[src/rtl/serial_arith_pkg.sv]
`default_nettype none
// ============================================================================
// Package     : serial_arith_pkg
// Description : Shared definitions for the bit-serial arithmetic blocks
//               (adder, subtractor): control state encoding, borrow/carry
//               state constants and the bit-counter width helper.
// Ports       : none
// Revision    : 1.0 - initial release
// ============================================================================
package serial_arith_pkg;

  // Control state of a serial arithmetic operation.
  typedef enum logic [1:0] {
    IDLE = 2'd0,
    RUN  = 2'd1,
    DONE = 2'd2
  } ctrl_state_t;

  // Borrow (subtractor) / carry (adder) state.
  localparam logic G = 1'b0;  // no borrow / no carry
  localparam logic H = 1'b1;  // borrow / carry pending

  // Counter must be able to hold N, so it needs clog2(N+1) bits.
  function automatic int cnt_width(input int n);
    return $clog2(n + 1);
  endfunction

endpackage
`default_nettype wire

[src/rtl/serial_subtractor_if.sv]
`default_nettype none
// ============================================================================
// Interface   : serial_subtractor_if
// Description : Start/busy/done handshake and operand/result bus of the
//               bit-serial subtractor.
// Signals     : start, x, y       (controller -> subtractor)
//               z, borrow_out,
//               busy, done        (subtractor -> controller)
// Modports    : master (controller side), slave (subtractor side)
// Revision    : 1.0 - initial release
// ============================================================================
interface serial_subtractor_if #(
  parameter int N = 8
);
  logic         start;
  logic [N-1:0] x;
  logic [N-1:0] y;
  logic [N-1:0] z;
  logic         borrow_out;
  logic         busy;
  logic         done;

  modport master (output start, x, y, input z, borrow_out, busy, done);
  modport slave  (input start, x, y, output z, borrow_out, busy, done);
endinterface
`default_nettype wire

[src/rtl/shift_reg_lr.sv]
`default_nettype none
// ============================================================================
// Module      : shift_reg_lr
// Description : N-bit right-shift register with parallel load, serial input
//               at the MSB and serial output at the LSB. Load has priority
//               over shift.
// Ports       : clock, reset      clock / synchronous active-high reset
//               load, load_val    parallel load strobe and value
//               shift, serial_in  shift enable and MSB fill bit
//               q                 current contents
//               shift_val         contents after the next shift
//               serial_out        current LSB
// Revision    : 1.0 - initial release
// ============================================================================
module shift_reg_lr #(
  parameter int N = 8
) (
  input  logic         clock,
  input  logic         reset,
  input  logic         load,
  input  logic [N-1:0] load_val,
  input  logic         shift,
  input  logic         serial_in,
  output logic [N-1:0] q,
  output logic [N-1:0] shift_val,
  output logic         serial_out
);

  // A 1-bit register has nothing to keep on a shift.
  generate
    if (N == 1) begin : g_single
      assign shift_val = serial_in;
    end else begin : g_multi
      assign shift_val = {serial_in, q[N-1:1]};
    end
  endgenerate

  always_ff @(posedge clock) begin
    if (reset) begin
      q <= '0;
    end else if (load) begin
      q <= load_val;
    end else if (shift) begin
      q <= shift_val;
    end
  end

  assign serial_out = q[0];

endmodule
`default_nettype wire

[src/rtl/serial_subtractor.sv]
`default_nettype none
// ============================================================================
// Module      : serial_subtractor
// Description : Bit-serial two's-complement subtractor, z = x - y mod 2^N,
//               LSB first, one bit per clock, with start/busy/done handshake.
// Ports       : clock  rising-edge clock
//               reset  synchronous active-high reset
//               bus    serial_subtractor_if.slave (start, x, y, z,
//                      borrow_out, busy, done)
// Revision    : 1.0 - initial release
// ============================================================================
module serial_subtractor
  import serial_arith_pkg::*;
#(
  parameter int N = 8
) (
  input  logic              clock,
  input  logic              reset,
  serial_subtractor_if.slave bus
);

  localparam int             CW   = cnt_width(N);
  localparam logic [CW-1:0]  LAST = CW'(N - 1);

  ctrl_state_t   state;
  ctrl_state_t   state_nx;
  logic          load;
  logic          shift;
  logic          borrow;
  logic          borrow_nx;
  logic          diff;
  logic          xb;
  logic          yb;
  logic [CW-1:0] cnt;
  logic          last;
  logic [N-1:0]  z_reg;
  logic          borrow_out_reg;

  logic [N-1:0]  x_q;
  logic [N-1:0]  x_nx;
  logic [N-1:0]  y_q;
  logic [N-1:0]  y_nx;
  logic [N-1:0]  res_q;
  logic [N-1:0]  res_nx;
  logic          res_lsb;

  // Operand registers drain LSB first, zero-filled from the top.
  shift_reg_lr #(.N(N)) u_x_sr (
    .clock(clock), .reset(reset), .load(load), .load_val(bus.x),
    .shift(shift), .serial_in(1'b0), .q(x_q), .shift_val(x_nx),
    .serial_out(xb)
  );

  shift_reg_lr #(.N(N)) u_y_sr (
    .clock(clock), .reset(reset), .load(load), .load_val(bus.y),
    .shift(shift), .serial_in(1'b0), .q(y_q), .shift_val(y_nx),
    .serial_out(yb)
  );

  // Difference bits enter at the MSB, so after N shifts bit 0 sits at bit 0.
  shift_reg_lr #(.N(N)) u_res_sr (
    .clock(clock), .reset(reset), .load(load), .load_val('0),
    .shift(shift), .serial_in(diff), .q(res_q), .shift_val(res_nx),
    .serial_out(res_lsb)
  );

  assign diff      = xb ^ yb ^ borrow;
  assign borrow_nx = (~xb & yb) | (~(xb ^ yb) & borrow);
  assign last      = (cnt == LAST);

  always_ff @(posedge clock) begin
    if (reset) begin
      state          <= IDLE;
      borrow         <= G;
      cnt            <= '0;
      z_reg          <= '0;
      borrow_out_reg <= 1'b0;
    end else begin
      state <= state_nx;
      if (load) begin
        borrow <= G;
        cnt    <= '0;
      end else if (shift) begin
        borrow <= borrow_nx;
        cnt    <= cnt + CW'(1);
        // res_nx already contains this edge's difference bit.
        if (last) begin
          z_reg          <= res_nx;
          borrow_out_reg <= borrow_nx;
        end
      end
    end
  end

  always_comb begin
    state_nx = state;
    load     = 1'b0;
    shift    = 1'b0;
    case (state)
      IDLE: begin
        if (bus.start) begin
          load     = 1'b1;
          state_nx = RUN;
        end
      end
      RUN: begin
        shift = 1'b1;
        if (last) begin
          state_nx = DONE;
        end
      end
      DONE: begin
        if (bus.start) begin
          load     = 1'b1;
          state_nx = RUN;
        end else begin
          state_nx = IDLE;
        end
      end
      default: state_nx = IDLE;
    endcase
  end

  assign bus.z          = z_reg;
  assign bus.borrow_out = borrow_out_reg;
  assign bus.busy       = (state == RUN);
  assign bus.done       = (state == DONE);

endmodule
`default_nettype wire
[src/flat_wrapper.sv]
// flat-port wrapper written by rule: the top's interface ports become plain ports
module serial_subtractor_flat import serial_arith_pkg::*;
#(
  parameter int N = 8
)
  (clock, reset, bus_start, bus_x, bus_y, bus_z, bus_borrow_out, bus_busy, bus_done);
  serial_subtractor_if #(.N(N)) bus_i ();
  input  logic clock;
  input  logic reset;
  input wire logic [$bits(bus_i.start)-1:0] bus_start;
  input wire logic [$bits(bus_i.x)-1:0] bus_x;
  input wire logic [$bits(bus_i.y)-1:0] bus_y;
  output wire logic [$bits(bus_i.z)-1:0] bus_z;
  output wire logic [$bits(bus_i.borrow_out)-1:0] bus_borrow_out;
  output wire logic [$bits(bus_i.busy)-1:0] bus_busy;
  output wire logic [$bits(bus_i.done)-1:0] bus_done;
  assign bus_i.start = bus_start;
  assign bus_i.x = bus_x;
  assign bus_i.y = bus_y;
  assign bus_z = bus_i.z;
  assign bus_borrow_out = bus_i.borrow_out;
  assign bus_busy = bus_i.busy;
  assign bus_done = bus_i.done;
  serial_subtractor #(.N(N)) u_core (.clock(clock), .reset(reset), .bus(bus_i));
endmodule
[config.mk]
export PLATFORM = sky130hd
export DESIGN_NAME = serial_subtractor_flat
export DESIGN_NICKNAME = d
export VERILOG_FILES = /design/src/rtl/serial_arith_pkg.sv /design/src/rtl/serial_subtractor_if.sv /design/src/rtl/shift_reg_lr.sv /design/src/rtl/serial_subtractor.sv /design/src/flat_wrapper.sv
export SDC_FILE = /design/constraint.sdc
export NUM_CORES = 1
export LEC_CHECK = 0
export ABC_AREA = 1
export BUFFER_PORTS_ARGS = -buffer_cell sky130_fd_sc_hd__buf_2
export CAP_MARGIN = 15
export CORE_MARGIN = 8
export CORE_UTILIZATION = 59
export DETAILED_ROUTE_END_ITERATION = 8
export GPL_TIMING_DRIVEN = 0
export PLACE_DENSITY_LB_ADDON = 0.1
export SYNTH_ARGS = -nofsm -noshare
export SYNTH_HDL_FRONTEND = slang
export SYNTH_SLANG_ARGS = --single-unit
export TNS_END_PERCENT = 1
[constraint.sdc]
create_clock -name clock -period 3.2 [get_ports clock]
set_input_delay 0.32 -clock clock [delete_from_list [all_inputs] [get_ports clock]]
set_output_delay 0.32 -clock clock [all_outputs]
set_load 0.05 [all_outputs]
---- After elaboration in Yosys (flattened, before gate mapping) ----
Cells that the tools add are included.
storage, ports and cells
  output and inout bits ................... 11
  flip-flop bits (word level) ............. 40
  bits of input ports ..................... 19
operators by class
  equal/unequal tests ..................... 5
  muxes and demuxes ....................... 11
  bitwise logic cells ..................... 8
  reductions and logical operators ........ 6
  add/sub/neg operators ................... 1
operators with widths
  kind                                                                     count
  8-bit 2-to-1 mux                                                         4
  2-bit one-hot mux with 3 select lines                                    1
  4-bit by 1-bit adder with 4-bit output, second input constant            1
  4-bit by 3-bit equality test with 1-bit output, second input constant    1
  1-bit 2-to-1 mux                                                         4
  2-bit 2-to-1 mux                                                         2
  2-bit OR reduction                                                       2
  1-bit NOT                                                                3
  3-bit AND reduction                                                      1
  1-bit bitwise AND                                                        2
  2-bit by 1-bit equality test with 1-bit output, second input constant    1
  2-bit equality test, second input constant                               1
  2-bit logical NOT                                                        1
  2-bit by 1-bit inequality test with 1-bit output, second input constant  1
  2-bit inequality test, second input constant                             1
  2-bit AND reduction                                                      1
  2-bit nonzero test                                                       1
  1-bit bitwise XOR                                                        2
  1-bit OR                                                                 1

---- Depth between registers and ports, before layout ----
Gate-level depths: netlist of run 1.
  depth in word-level cells ............... 5
  depth in mapped cells ................... 8

---- Cells and area by module ----
From an unflattened synthesis of run 1, not the netlist that was laid out.
unflattened totals
  cell total of the unflattened synthesis .. 329
  area total of the unflattened synthesis .. 2,248.4 um^2
by module, submodules not included
  module             cells each  seq. area each (um^2)  area an instance (um^2)  times used
  shift_reg_lr       75          160.2                  486.7                    3
  serial_subtractor  104         320.3                  788.3                    1

---- Worst setup path before layout of run 1 ----
OpenSTA, ideal clock, no wires.
  kind .................................... reg2out
  start ................................... reg u_core.state[0]
  end ..................................... out bus_done
  path buffers ............................ 1
  stages on the path, launching flop included .. 3
  slack ................................... 1.794 ns
  arrival time ............................ 1.086 ns
  required time ........................... 2.880 ns
  cells stage by stage .................... dfxtp_1 buf_6 nor2_1
on the way
  cells in the longest elaborated chain, start to end .. 1
RTL lines
  what                    RTL line                  source
  start, declared         serial_subtractor.sv:25   ctrl_state_t state;
  start signal, assigned  serial_subtractor.sv:79   state <= state_nx;
  2-bit equality test     serial_subtractor.sv:127  assign bus.done = (state == DONE);
  end, declared           flat_wrapper.sv:16        output wire logic [$bits(bus_i.done)-1:0] bus_done;
Every way passes these cells.

---- Final worst setup path of run 1 ----
  start ................................... reg u_core.state[0]
  end ..................................... out bus_busy
on the way
  cells in the longest elaborated chain, start to end .. 1
RTL lines
  what                                            RTL line                  source
  2-bit by 1-bit equality test with 1-bit output  serial_subtractor.sv:126  assign bus.busy = (state == RUN);
  end, declared                                   flat_wrapper.sv:15        output wire logic [$bits(bus_i.busy)-1:0] bus_busy;
Every way passes these cells.

==> impl_metrics.csv, run 1 <==
group,metric,value,unit
global_routing,first_global_vias,1484,
place,detailed_place_hpwl,2650,um
logic_synthesis,ys_types,21,
logic_synthesis,synth_seq_area_share,44.9,%
clock_network,cts_htree_levels,2,
clock_network,cts-hold-fix-buffers,0,
die,io_pins,30,
timing,report.final.slew_viol_count,0,
pwr,power_density,461,nW/um2
routing,postRouteWirelength,3820,um
pwr,pwr-share-seq,57.1,%
clock_network,cts_tree,"done",
layout,diodes,0,
routing,met2_wirelength,1720,um
layout,areaGrowthSynthToFinish,13.4,%
pwr,p_clk_share,27.8,%
place,port_buffers,28,
timing,finalHoldViolCount,0,
routing,drt-met1-wl,1770,um
pwr,power.internal,0.643,mW
setup_path,crit_path_end_kind,"output pin",
global_routing,grt_max_degree,13,
routing,top_layer_used,"met4",
routing,via_per_inst,5.09,
timing,max_freq,543,MHz
die,core_area,2780,um2
timing,finalSetupViolCount,0,
clock_network,clk_pin_slew,0.12,ns
global_routing,grt_pass1_wl,6400,um
clock_network,cts_buffer_depth,2,
clock_network,clk_latency,0.36,ns
die,fp.dieW,70.3,um
pwr,leakagePower,0.946,nW
setup_path,crit_type,"flip-flop to output pin",
timing,tightest_slew,0.254,ns
clock_network,cts_root_buffer,"clkbuf_4",
die,rows,19,
setup_path,start_kind,"flip-flop",
die,die_h,70.3,um
timing,rsz0062_at_grt,"no",
pwr,power.switching,0.266,mW
pwr,irDropWorstVdd,487,uV
run_status,status,"finished, final reports clean",
timing,relSlewSlack,83.0,%
global_routing,antenna_found_initial,0,
pwr,switching_share,29.2,%
timing,fin_setup_tns,0,ns
global_routing,overflow,0,
routing,first_iter_violations,118,
logic_synthesis,syn_area_per_cell,7.07,um2
hold_path,worst_hold_path_type,"primary input to flip-flop",
place,post_dp_cell_area,1920,um2
setup_path,arrival,1.52,ns
die,die-area,4940,um2
setup_path,critPathMaxFanout,10,
die,start_util,62.6,%
place,gp_congestion,0.758,
logic_synthesis,synth_area,1740,um2
routing,ant_nets,0,
logic_synthesis,ys_seq_elements,39,
logic_synthesis,syn_inst,246,
logic_synthesis,synthesis.nets,267,
timing,fin_worst_skew,0.0123,ns
clock_network,cts_resized,0,
layout,design_area,1970,um2
routing,dr_wl_met3,278,um
pwr,power.combinational.fraction,15.0,%
logic_synthesis,synth_warnings,0,
routing,wl_per_cell,12.2,um
layout,fin_nets,302,
timing,post-route-min-period,1.84,ns
timing,finalCritPeriodShare,57.6,%
clock_network,cts_setup_buffers,0,
flow_run,drv_cap,0,
routing,drc_errors,0,
clock_network,numCtsBuffers,5,
setup_path,cp.required,2.88,ns
global_routing,grt_usage,15.7,%
layout,drive_above_1_share,20.9,%
routing,via_count,1594,
routing,dr.pass1.iters,5,
clock_network,clock-sinks,39,
per-layer routing:
layer	track usage, %	vias up
met1	18.0	729
met4	9.15	0
met5	0	-
met2	24.8	34
li1	-	827
met3	5.08	4
Yosys cell counts:
| library cell | number | area (um2) |
|---|---|---|
| inv_1 | 32 | 120 |
| ha_1 | 1 | 12.5 |
| nor2_4 | 1 | 11.3 |
| nand2_2 | 1 | 6.26 |
| dfxtp_1 | 39 | 781 |
| nand3_2 | 1 | 10.0 |
| fa_1 | 1 | 20.0 |
| nand3_1 | 24 | 120 |
| inv_4 | 1 | 6.26 |
| buf_2 | 5 | 25.0 |
| a21oi_1 | 16 | 80.1 |
| a21oi_2 | 1 | 8.76 |
| nand2_4 | 2 | 22.5 |
| buf_8 | 1 | 15.0 |
| o21ai_0 | 16 | 80.1 |
| inv_2 | 5 | 18.8 |
| nand2_1 | 64 | 240 |
| nor2_1 | 29 | 109 |
| buf_4 | 1 | 7.51 |
| nor2_2 | 2 | 12.5 |
| buf_6 | 3 | 33.8 |
cells by family (layout without fill, tap and decap cells):
family / Yosys count / after routing / synth area share (%)
DFF: 39 / 39 / 44.9
AOI/OAI and AO/OA: 33 / 33 / 9.71
and+or+nand+nor: 124 / 124 / 30.6
buffers and inverters: 48 / 84 / 13.0
adders and majority gates: 2 / 2 / 1.87
layout by cell type (no fill, tap or decap), drive strengths merged:
| master | Yosys | routed |
|---|---|---|
| clkbuf | 0 | 6 |
| ha | 1 | 1 |
| nor2 | 32 | 32 |
| clkinvlp | 0 | 1 |
| fa | 1 | 1 |
| o21ai | 16 | 16 |
| dfxtp | 39 | 39 |
| inv | 38 | 38 |
| buf | 10 | 38 |
| a21oi | 17 | 17 |
| nand2 | 67 | 67 |
| nand3 | 25 | 25 |
| clkinv | 0 | 1 |
worst max-delay path: stages, from the launching register on:
cell and delay [ns]:
dfxtp_1 0.35, buf_6 0.15, nand2_4 0.12, inv_2 0.10
buf_4 0.16, buf_2 0.27
final timing paths:
kind | startpoint | end | slack (ns) | cells after the start
min reg2reg | u_core.bus.z[7]$_SDFFE_PP0P_ | u_core.bus.z[7]$_SDFFE_PP0P_ | 0.47 | 2
max | u_core.state[0]$_SDFFE_PP0P_ | bus_busy | 1.36 | 5
min | bus_y[7] | u_core.u_y_sr.q[7]$_SDFFE_PP0P_ | 0.20 | 3
max reg2reg | u_core.cnt[1]$_SDFFE_PP0P_ | u_core.bus.z[5]$_SDFFE_PP0P_ | 1.86 | 6
power by group through the flow:
stage                     Sequential [mW]  Combinational (mW)  Clock, mW
after floorplan                     0.527               0.102          0
after global placement              0.529               0.133          0
after detailed placement            0.530               0.135          0
after CTS                           0.519               0.137      0.260
after global routing                0.522               0.154      0.278
final                               0.519               0.137      0.253
stage by stage:
step                      cells  setup WS, ns  power, mW  hold slack, ns  util, %
final                       313          1.36      0.909           0.199     70.9
after floorplan             246          1.79      0.629           0.440        -
after global placement      305          1.77      0.662           0.450     69.0
after CTS                   313          1.35      0.916           0.187     70.9
after global routing        313          1.28      0.953           0.199     70.9
after detailed placement    305          1.76      0.665           0.454     69.0
layout make-up:
type / instances / area, um2
buffer: 10 / 81.3
clock buffer: 6 / 41.3
clock inverter: 2 / 12.5
fill: 267 / 808
inverter: 38 / 145
multi-input combinational: 159 / 733
sequential: 39 / 781
tap: 31 / 38.8
timing repair buffer: 28 / 140
(Power assumes the default switching activity.)
==> run 2: changes to the inputs <==
Settings changed: CORE_UTILIZATION 59 to 54.
Clock period 3.2 ns to 1.8 ns, I/O delays scaled along.
==> run 2 against run 1 <==
Compared with the run above: register-to-register slack got worse by 1.4 ns; global-route usage decreased by 0.92 points; highest routed layer unchanged; sequential power increased by 78%; clock skew decreased by 0.0065 ns; non-clock buffer count unchanged; combinational power increased by 74%; total power increased by 76%; first-iteration DRC count decreased by 3.4%; final cell count increased by 4.2%; cell area increased by 1.0%; clock power increased by 75%; critical path depth unchanged.
==> impl_metrics.csv, run 2 (synthesis results as in run 1) <==
group,metric,value,unit
run_status,status,"finished, final reports clean",
routing,wl_per_cell,10.6,um
global_routing,first_global_vias,1467,
timing,report.final.slew_viol_count,0,
global_routing,overflow,0,
clock_network,cts_resized,0,
global_routing,grt_max_degree,14,
global_routing,grt_pass1_wl,6310,um
setup_path,slowest_stage,"dfxtp_1",
setup_path,r2r_start,"u_core.cnt[1]$_SDFFE_PP0P_",
die,core_area,3050,um2
place,port_buffers,28,
routing,dr.pass1.iters,4,
timing,relSlewSlack,80.6,%
setup_path,arrival,1.48,ns
timing,finalHoldViolCount,0,
die,die_h,72.8,um
die,start_util,57.0,%
setup_path,reg2reg_slack,0.50,ns
setup_path,start_kind,"flip-flop",
layout,final_core_util,65.3,%
setup_path,crit_family,"buffers and inverters",
routing,first_iter_violations,114,
global_routing,antenna_found_initial,0,
clock_network,cts_buffer_depth,2,
hold_path,worst_hold_path_type,"primary input to flip-flop",
clock_network,cts_root_buffer,"clkbuf_4",
layout,drive_above_1_share,21.3,%
layout,seqCellArea,781,um2
setup_path,worst-path-buf-inv,4,
routing,ant_nets,0,
setup_path,crit_type,"flip-flop to output pin",
setup_path,cp.required,1.62,ns
die,io_pins,30,
global_routing,grt_usage,14.8,%
timing,post-route-min-period,1.66,ns
setup_path,crit_path_end_kind,"output pin",
pwr,irDropWorstVdd,506,uV
clock_network,clock-sinks,39,
flow_run,drv_cap,0,
timing,fin_worst_skew,0.00581,ns
setup_path,cp_slowest_stage_delay,0.34,ns
clock_network,numCtsBuffers,5,
layout,multi_input_area,733,um2
layout,areaGrowthSynthToFinish,14.5,%
place,gp_congestion,0.792,
pwr,leakagePower,0.945,nW
timing,tightest_slew,0.290,ns
routing,postRouteWirelength,3470,um
timing,fin_setup_tns,0,ns
setup_path,path_cells,"buf_6 -> nand2_4 -> inv_2 -> buf_4 -> buf_2",
die,die-area,5300,um2
clock_network,clk_latency,0.34,ns
die,fp.dieW,72.8,um
clock_network,clk_pin_slew,0.12,ns
place,detailed_place_hpwl,2540,um
layout,fin_nets,302,
setup_path,critPathMaxFanout,10,
layout,layout_common_cells,"nand2_1, dfxtp_1, buf_2",
pwr,power_density,804,nW/um2
timing,finalSetupViolCount,0,
clock_network,cts-hold-fix-buffers,0,
clock_network,cts_setup_buffers,0,
routing,via_count,1539,
layout,mostFrequentLayoutCell,"nand2_1",
clock_network,cts_htree_levels,2,
setup_path,rr_worst_depth,6,
layout,diodes,0,
timing,finalCritPeriodShare,92.1,%
setup_path,r2r_end,"u_core.bus.z[6]$_SDFFE_PP0P_",
setup_path,cp.depth,5,
setup_path,critPathLaunch,"u_core.state[0]$_SDFFE_PP0P_",
routing,drc_errors,0,
timing,rsz0062_at_grt,"no",
die,rows,20,
layout,n_fill_cell,331,
clock_network,cts_tree,"done",
timing,max_freq,603,MHz
routing,via_per_inst,4.72,
setup_path,endpoint,"bus_busy",
run 2: cell types whose count changed in the layout (fill, tap and decap cells not counted):
cell,before,now
clkbuf_1,1,0
clkinvlp_4,1,2
run 2: metal layers:
| layer | global-route usage [%] | wire length [um] | vias to the layer above |
|---|---|---|---|
| met4 | 4.67 | 45 | 0 |
| met2 | 22.8 | 1480 | 42 |
| met5 | 0 | 0 | - |
| li1 | - | - | 828 |
| met1 | 18.1 | 1620 | 665 |
| met3 | 6.18 | 316 | 4 |
run 2: worst min-delay path, cell delays in order:
cell and delay (ns):
buf_2 0.08, nor2_1 0.04, nor2_1 0.08
run 2: worst min path at each step:
stage	startpoint	endpoint	cells after the start
after CTS	bus_y[7]	u_core.u_y_sr.q[7]$_SDFFE_PP0P_	3
after global routing	bus_y[7]	u_core.u_y_sr.q[7]$_SDFFE_PP0P_	3
after detailed placement	bus_y[7]	u_core.u_y_sr.q[7]$_SDFFE_PP0P_	3
final	bus_y[7]	u_core.u_y_sr.q[7]$_SDFFE_PP0P_	3
after floorplan	bus_y[7]	u_core.u_y_sr.q[7]$_SDFFE_PP0P_	2
after global placement	bus_y[7]	u_core.u_y_sr.q[7]$_SDFFE_PP0P_	3
run 2: per-stage QoR:
step                hold WS [ns]  power (mW)  setup WS, ns  area [um2]  instances
floorplan                  0.315        1.12         0.534        1740        246
global placement           0.424        1.18         0.526        1940        318
detailed placement         0.429        1.18         0.515        1940        318
CTS                       0.0604        1.62         0.129        1990        326
global route              0.0503        1.69        0.0411        1990        326
finish                    0.0708        1.60         0.142        1990        326
run 2: power by group:
part           switching (mW)  internal (mW)  leakage (nW)  total [mW]
Clock                   0.293          0.149        0.0272       0.442
Combinational           0.149         0.0898         0.600       0.238
Sequential             0.0200          0.902         0.318       0.922
Total                   0.462           1.14         0.945        1.60
run 2: layout make-up:
type	count	share of cell area, %
Buffer	10	4.08
Clock buffer	5	1.88
Clock inverter	3	1.00
Inverter	38	7.28
Multi-Input combinational cell	159	36.8
Sequential cell	39	39.2
Tap cell	44	2.76
Timing Repair Buffer	28	7.03
